File: config.mk
export PLATFORM = sky130hd
export DESIGN_NAME = map_scan
export DESIGN_NICKNAME = d
export VERILOG_FILES = /design/src/rtl/maze_pkg.sv /design/src/rtl/cell_classify.sv /design/src/rtl/map_scan.sv
export SDC_FILE = /design/constraint.sdc
export NUM_CORES = 1
export LEC_CHECK = 0
export ABC_CLOCK_PERIOD_IN_PS = 1640
export BUFFER_PORTS_ARGS = -buffer_cell sky130_fd_sc_hd__buf_2
export CAP_MARGIN = 15
export CELL_PAD_IN_SITES_DETAIL_PLACEMENT = 2
export CELL_PAD_IN_SITES_GLOBAL_PLACEMENT = 2
export CORE_UTILIZATION = 32
export CTS_BUF_LIST = sky130_fd_sc_hd__clkbuf_2
export DETAILED_ROUTE_END_ITERATION = 10
export PLACE_DENSITY = 0.78
export SYNTH_ARGS = -nofsm -noshare
export SYNTH_HDL_FRONTEND = slang
export SYNTH_SLANG_ARGS = --single-unit
File: constraint.sdc
create_clock -name m_clock -period 1.64 [get_ports m_clock]
set_input_delay 0.082 -clock m_clock [delete_from_list [all_inputs] [get_ports m_clock]]
set_output_delay 0.082 -clock m_clock [all_outputs]
set_load 0.02 [all_outputs]
File: src/rtl/maze_pkg.sv
// Shared maze definitions: cell-code constants, class bit positions and the
// map scanner state encoding.
package maze_pkg;

  localparam int unsigned CELL_IDX_W = 7;
  localparam int unsigned CODE_W     = 7;

  localparam logic [CODE_W-1:0] CODE_START = 7'h3F;
  localparam logic [CODE_W-1:0] CODE_GOAL  = 7'h00;
  localparam int unsigned       WALL_BIT   = 6;
  localparam logic [1:0]        MARK_FIELD = 2'b10;

  // Bit positions inside the one-hot class vector {start, goal, wall, mark, free}
  localparam int unsigned CLS_START = 4;
  localparam int unsigned CLS_GOAL  = 3;
  localparam int unsigned CLS_WALL  = 2;
  localparam int unsigned CLS_MARK  = 1;
  localparam int unsigned CLS_FREE  = 0;

  typedef enum logic [1:0] {
    ST_IDLE,
    ST_SCAN,
    ST_DRAIN,
    ST_DONE
  } scan_state_t;

endpackage

File: src/rtl/cell_classify.sv
// Combinational cell classifier: 7-bit cell code to one-hot
// {start, goal, wall, mark, free}, highest priority first.
module cell_classify
  import maze_pkg::*;
(
  input  logic [CODE_W-1:0] code,
  output logic [4:0]        cls
);

  always_comb begin
    cls = '0;
    if (code == CODE_START) begin
      cls[CLS_START] = 1'b1;
    end else if (code == CODE_GOAL) begin
      cls[CLS_GOAL] = 1'b1;
    end else if (code[WALL_BIT]) begin
      cls[CLS_WALL] = 1'b1;
    end else if (code[5:4] == MARK_FIELD) begin
      cls[CLS_MARK] = 1'b1;
    end else begin
      cls[CLS_FREE] = 1'b1;
    end
  end

endmodule

File: src/rtl/map_scan.sv
// Map RAM scanner: reads every cell in order, streams it downstream and
// latches start/goal positions and wall count for the path search.
module map_scan
  import maze_pkg::*;
#(
  parameter int unsigned CELLS = 128
) (
  input  logic                  m_clock,
  input  logic                  p_reset,
  input  logic                  scan_req,
  input  logic                  abort,
  output logic [CELL_IDX_W-1:0] ram_addr,
  output logic                  ram_rd,
  input  logic [CODE_W-1:0]     ram_data,
  output logic                  cell_valid,
  output logic [CODE_W-1:0]     cell_code,
  output logic [CELL_IDX_W-1:0] cell_idx,
  output logic                  busy,
  output logic                  done,
  output logic                  start_found,
  output logic                  goal_found,
  output logic [CELL_IDX_W-1:0] start_pos,
  output logic [CELL_IDX_W-1:0] goal_pos,
  output logic [7:0]            wall_count,
  output logic                  err_multi
);

  localparam logic [CELL_IDX_W-1:0] LAST_ADDR = CELL_IDX_W'(CELLS - 1);

  scan_state_t state, next_state;
  logic        start_scan;
  logic        kill;
  logic [4:0]  cls;
  logic        unused_cls;

  assign start_scan = (state == ST_IDLE) && scan_req;
  assign kill       = abort && ((state == ST_SCAN) || (state == ST_DRAIN));

  always_ff @(posedge m_clock or negedge p_reset) begin
    if (!p_reset) state <= ST_IDLE;
    else          state <= next_state;
  end

  always_comb begin
    next_state = state;
    unique case (state)
      ST_IDLE:  if (scan_req) next_state = ST_SCAN;
      ST_SCAN: begin
        if (abort)                      next_state = ST_IDLE;
        else if (ram_addr == LAST_ADDR) next_state = ST_DRAIN;
      end
      ST_DRAIN: next_state = abort ? ST_IDLE : ST_DONE;
      ST_DONE:  next_state = ST_IDLE;
      default:  next_state = ST_IDLE;
    endcase
  end

  assign ram_rd = (state == ST_SCAN);
  assign busy   = (state == ST_SCAN) || (state == ST_DRAIN);
  assign done   = (state == ST_DONE);

  // Address parks on the last cell once reached and holds until the next scan.
  always_ff @(posedge m_clock or negedge p_reset) begin
    if (!p_reset) begin
      ram_addr <= '0;
    end else if (start_scan) begin
      ram_addr <= '0;
    end else if ((state == ST_SCAN) && (ram_addr != LAST_ADDR)) begin
      ram_addr <= ram_addr + 1'b1;
    end
  end

  always_ff @(posedge m_clock or negedge p_reset) begin
    if (!p_reset) begin
      cell_valid <= 1'b0;
      cell_idx   <= '0;
    end else if (kill) begin
      cell_valid <= 1'b0;
      cell_idx   <= '0;
    end else begin
      cell_valid <= ram_rd;
      cell_idx   <= ram_addr;
    end
  end

  // RAM output is already registered; gate it so idle cycles present zero.
  assign cell_code = cell_valid ? ram_data : '0;

  cell_classify u_classify (
    .code (cell_code),
    .cls  (cls)
  );

  assign unused_cls = ^{cls[CLS_MARK], cls[CLS_FREE]};

  always_ff @(posedge m_clock or negedge p_reset) begin
    if (!p_reset) begin
      start_found <= 1'b0;
      goal_found  <= 1'b0;
      start_pos   <= '0;
      goal_pos    <= '0;
      wall_count  <= '0;
      err_multi   <= 1'b0;
    end else if (start_scan || kill) begin
      start_found <= 1'b0;
      goal_found  <= 1'b0;
      start_pos   <= '0;
      goal_pos    <= '0;
      wall_count  <= '0;
      err_multi   <= 1'b0;
    end else if (cell_valid) begin
      if (cls[CLS_START]) begin
        if (start_found) begin
          err_multi <= 1'b1;
        end else begin
          start_found <= 1'b1;
          start_pos   <= cell_idx;
        end
      end
      if (cls[CLS_GOAL]) begin
        if (goal_found) begin
          err_multi <= 1'b1;
        end else begin
          goal_found <= 1'b1;
          goal_pos   <= cell_idx;
        end
      end
      if (cls[CLS_WALL]) wall_count <= wall_count + 8'd1;
    end
  end

endmodule

==> flow_summary.toml <==
[pwr]
power.density_nw_per_um2 = 1210
vdd_drop_max_mv = 0.579
power_w = 0.00309
p_leak_nw = 1.33

[yosys]
yosysSeqAreaShare = 0.538
synth_seq_cells = 42
yosysTopAreaCell = "dfrtp_1"
synth_compound_area_frac = 0.0673
synth_xor_area_frac = 0.0269
synthAdderAreaFrac = 0.0448
syn-num-nets = 197
synth.area.top_cells = "dfrtp_1 54%, mux2i_1 7.7%, nor2_1 5.4%"
synth_edf_count = 0
synth_ff_type = "dfrtp_1"
synthesis.area_um2 = 1950
synth_top_family_by_area = "simple AND/OR/NAND/NOR gates"
synth_simple_gate_area_frac = 0.229
synth_cells = 179
synthMuxAreaShare = 0.0769
synth_area_per_cell_um2 = 10.9
ys.warnings.count = 0
async_flop_share = 1.00
yosysTopAreaCellShare = 0.538
ys_types = 36

[setup_path]
path_class = "reg -> reg"
critPathRequiredTime_ps = 1990
cpPeakStageDelay_ps = 490
crit_chain = "ha_2 -> nand4_1 -> o21ai_4 -> or4_4 -> a21oi_2"
r2r_start = "ram_addr[0]$_DFFE_PN0P_"
cp_max_fo = 7
crit_slowest_cell = "or4_4"
cp-startpoint = "ram_addr[0]$_DFFE_PN0P_"
start_kind = "flip-flop"
end_kind = "flip-flop"
cp.arrival_ps = 1910

[floorplan]
die_height_um = 80.1
design.core.area_um2 = 5920
die_x_um = 80.1
dieArea_um2 = 6420
rows = 28
io_pins = 61
initial_core_util = 0.330

[clock_network]
cts_buffer_depth = 2
clock-root-buffer = "clkbuf_2"
htreeDepth = 2
clk_pin_slew_worst_paths_ps = 230
cts_tree = "done"
cts_made_buffers = 5
clkSinkCount = 42
worstSkewPairLatency_ps = 400

[grt]
grt_max_degree = 26
grt_antenna_before_repair = 0
grt_pass1_vias = 1701
grt_use_total = 0.173
grt_pass1_wl_um = 8490
overflow = 0

[hold_path]
min_from = "scan_req"
hold_path.class = "in -> reg"

[drt]
ant_nets = 0
wl_per_cell_um = 15.6
vias = 1638
dr.pass1.iters = 4
routed_wl_um = 5170
via_per_inst = 4.93
drt-initial-drc-count = 42
drc = 0

[finish]
fillers = 662
area_growth_pct = 30.4
diodes = 0
final_nets = 274
final_common_cell = "buf_2"
drive_above_1_share = 0.374
postLayoutCoreUtil = 0.430
final_cell_mix = "60 x buf_2, 40 x dfrtp_1, 28 x nor2_1"

[sta]
worst_slack_ps = 77.8
finalCritPeriodShare = 0.953
max_freq_mhz = 640
worst_pin_slew_ps = 509
finClkSkew_ps = 24.6
relSlewSlack = 0.661
rsz0062_at_grt = "no"
maxSlewViolCount = 0
setup_viol = 0
period_needed_ps = 1560
hold_viol_final = 0

[placement]
io_buffers = 60
dpl.hpwl_um = 3930
post-place-ws_ps = -16.0
place_congestion = 0.805

[flow_run]
cap_violations = 0

[run_status]
outcome = "finished, final reports clean"
==> cell families after synthesis <==
| group | after synthesis |
|---|---|
| buffers and inverters | 8 |
| adders and majority gates | 7 |
| AOI/OAI and AO/OA | 21 |
| DFF | 42 |
| and+or+nand+nor | 80 |
| muxes | 15 |
| xor gates and xnor gates | 6 |
==> synthesized netlist by cell type (4+ instances only) <==
library cell,number
and2_1,16
mux2i_1,15
nand2_1,8
a31oi_1,5
o21ai_0,6
nor2_1,28
dfrtp_1,42
ha_1,7
nand3_1,5
a21oi_1,5
nor3_1,4
==> power by group <==
part	internal [W]	switching, W	leakage [nW]	total (W)
Sequential	0.00116	0.000154	0.573	0.00132
Combinational	0.000536	0.000783	0.728	0.00132
Clock	0.000105	0.000352	0.0289	0.000457
==> critical path, delay by kind of cell, from the launching register on <==
kind / cells / cell delay (ps)
AO/OA/AOI/OAI: 2 / 250
adder cells (fa/ha/maj): 1 / 200
flip-flops: 1 / 440
AND/OR/NAND/NOR: 2 / 620
==> cell type report <==
class	count	area (µm²)	area share
Sequential cell	42	1050	0.414
Timing Repair Buffer	75	443	0.174
Clock inverter	3	21.3	0.00835
Multi-Input combinational cell	129	900	0.353
Inverter	3	11.3	0.00442
Tap cell	75	93.8	0.0368
Clock buffer	5	25.0	0.00982
==> metrics by stage <==
step	cell area, µm²	instances	hold WS (ps)	TNS, ps
floorplan	1960	179	-214	-198
global placement	2430	319	84.8	0
detailed placement	2430	319	92.8	-16.0
CTS	2520	330	32.2	0
global route	2550	332	27.1	0
finish	2550	332	55.3	0
==> per-layer routing <==
metal | vias up | global-route usage | routed length, µm
li1 | 772 | - | -
met1 | 826 | 0.222 | 2280
met2 | 38 | 0.295 | 2680
met3 | 2 | 0.0409 | 186
met4 | 0 | 0.0429 | 34
met5 | - | 0 | 0
==> path summary, 6_finish.rpt <==
check | to | slack (ps) | cells after the start
hold reg to reg | goal_pos[0]$_DFFE_PN0P_ | 550 | 2
hold / removal | ram_addr[5]$_DFFE_PN0P_ | 60 | 3
setup reg to reg | ram_addr[5]$_DFFE_PN0P_ | 80 | 5
setup / recovery | ram_addr[5]$_DFFE_PN0P_ | 80 | 5
max in group asynchronous | cell_valid$_DFF_PN0_ | 970 | 3
min in group asynchronous | goal_pos[4]$_DFFE_PN0P_ | 140 | 2
==> flip-flops by register name, indices dropped and copies added, names as in the netlist <==
name and flops:
wall_count 8, cell_idx 7, start_pos 7, cell_valid 1, goal_pos 7, err_multi 1, goal_found 1, start_found 1
ram_addr 7, state 2
==> what timing repair did <==
item | CTS | global route
pin swaps | 0 | 1
endpoints found under the hold margin | 33 | 0
gates resized for setup | 3 | 6
endpoints found under the setup margin | 2 | 6
hold buffers | 2 | 0
setup buffers | 1 | 2
(Power assumes the default switching activity.)
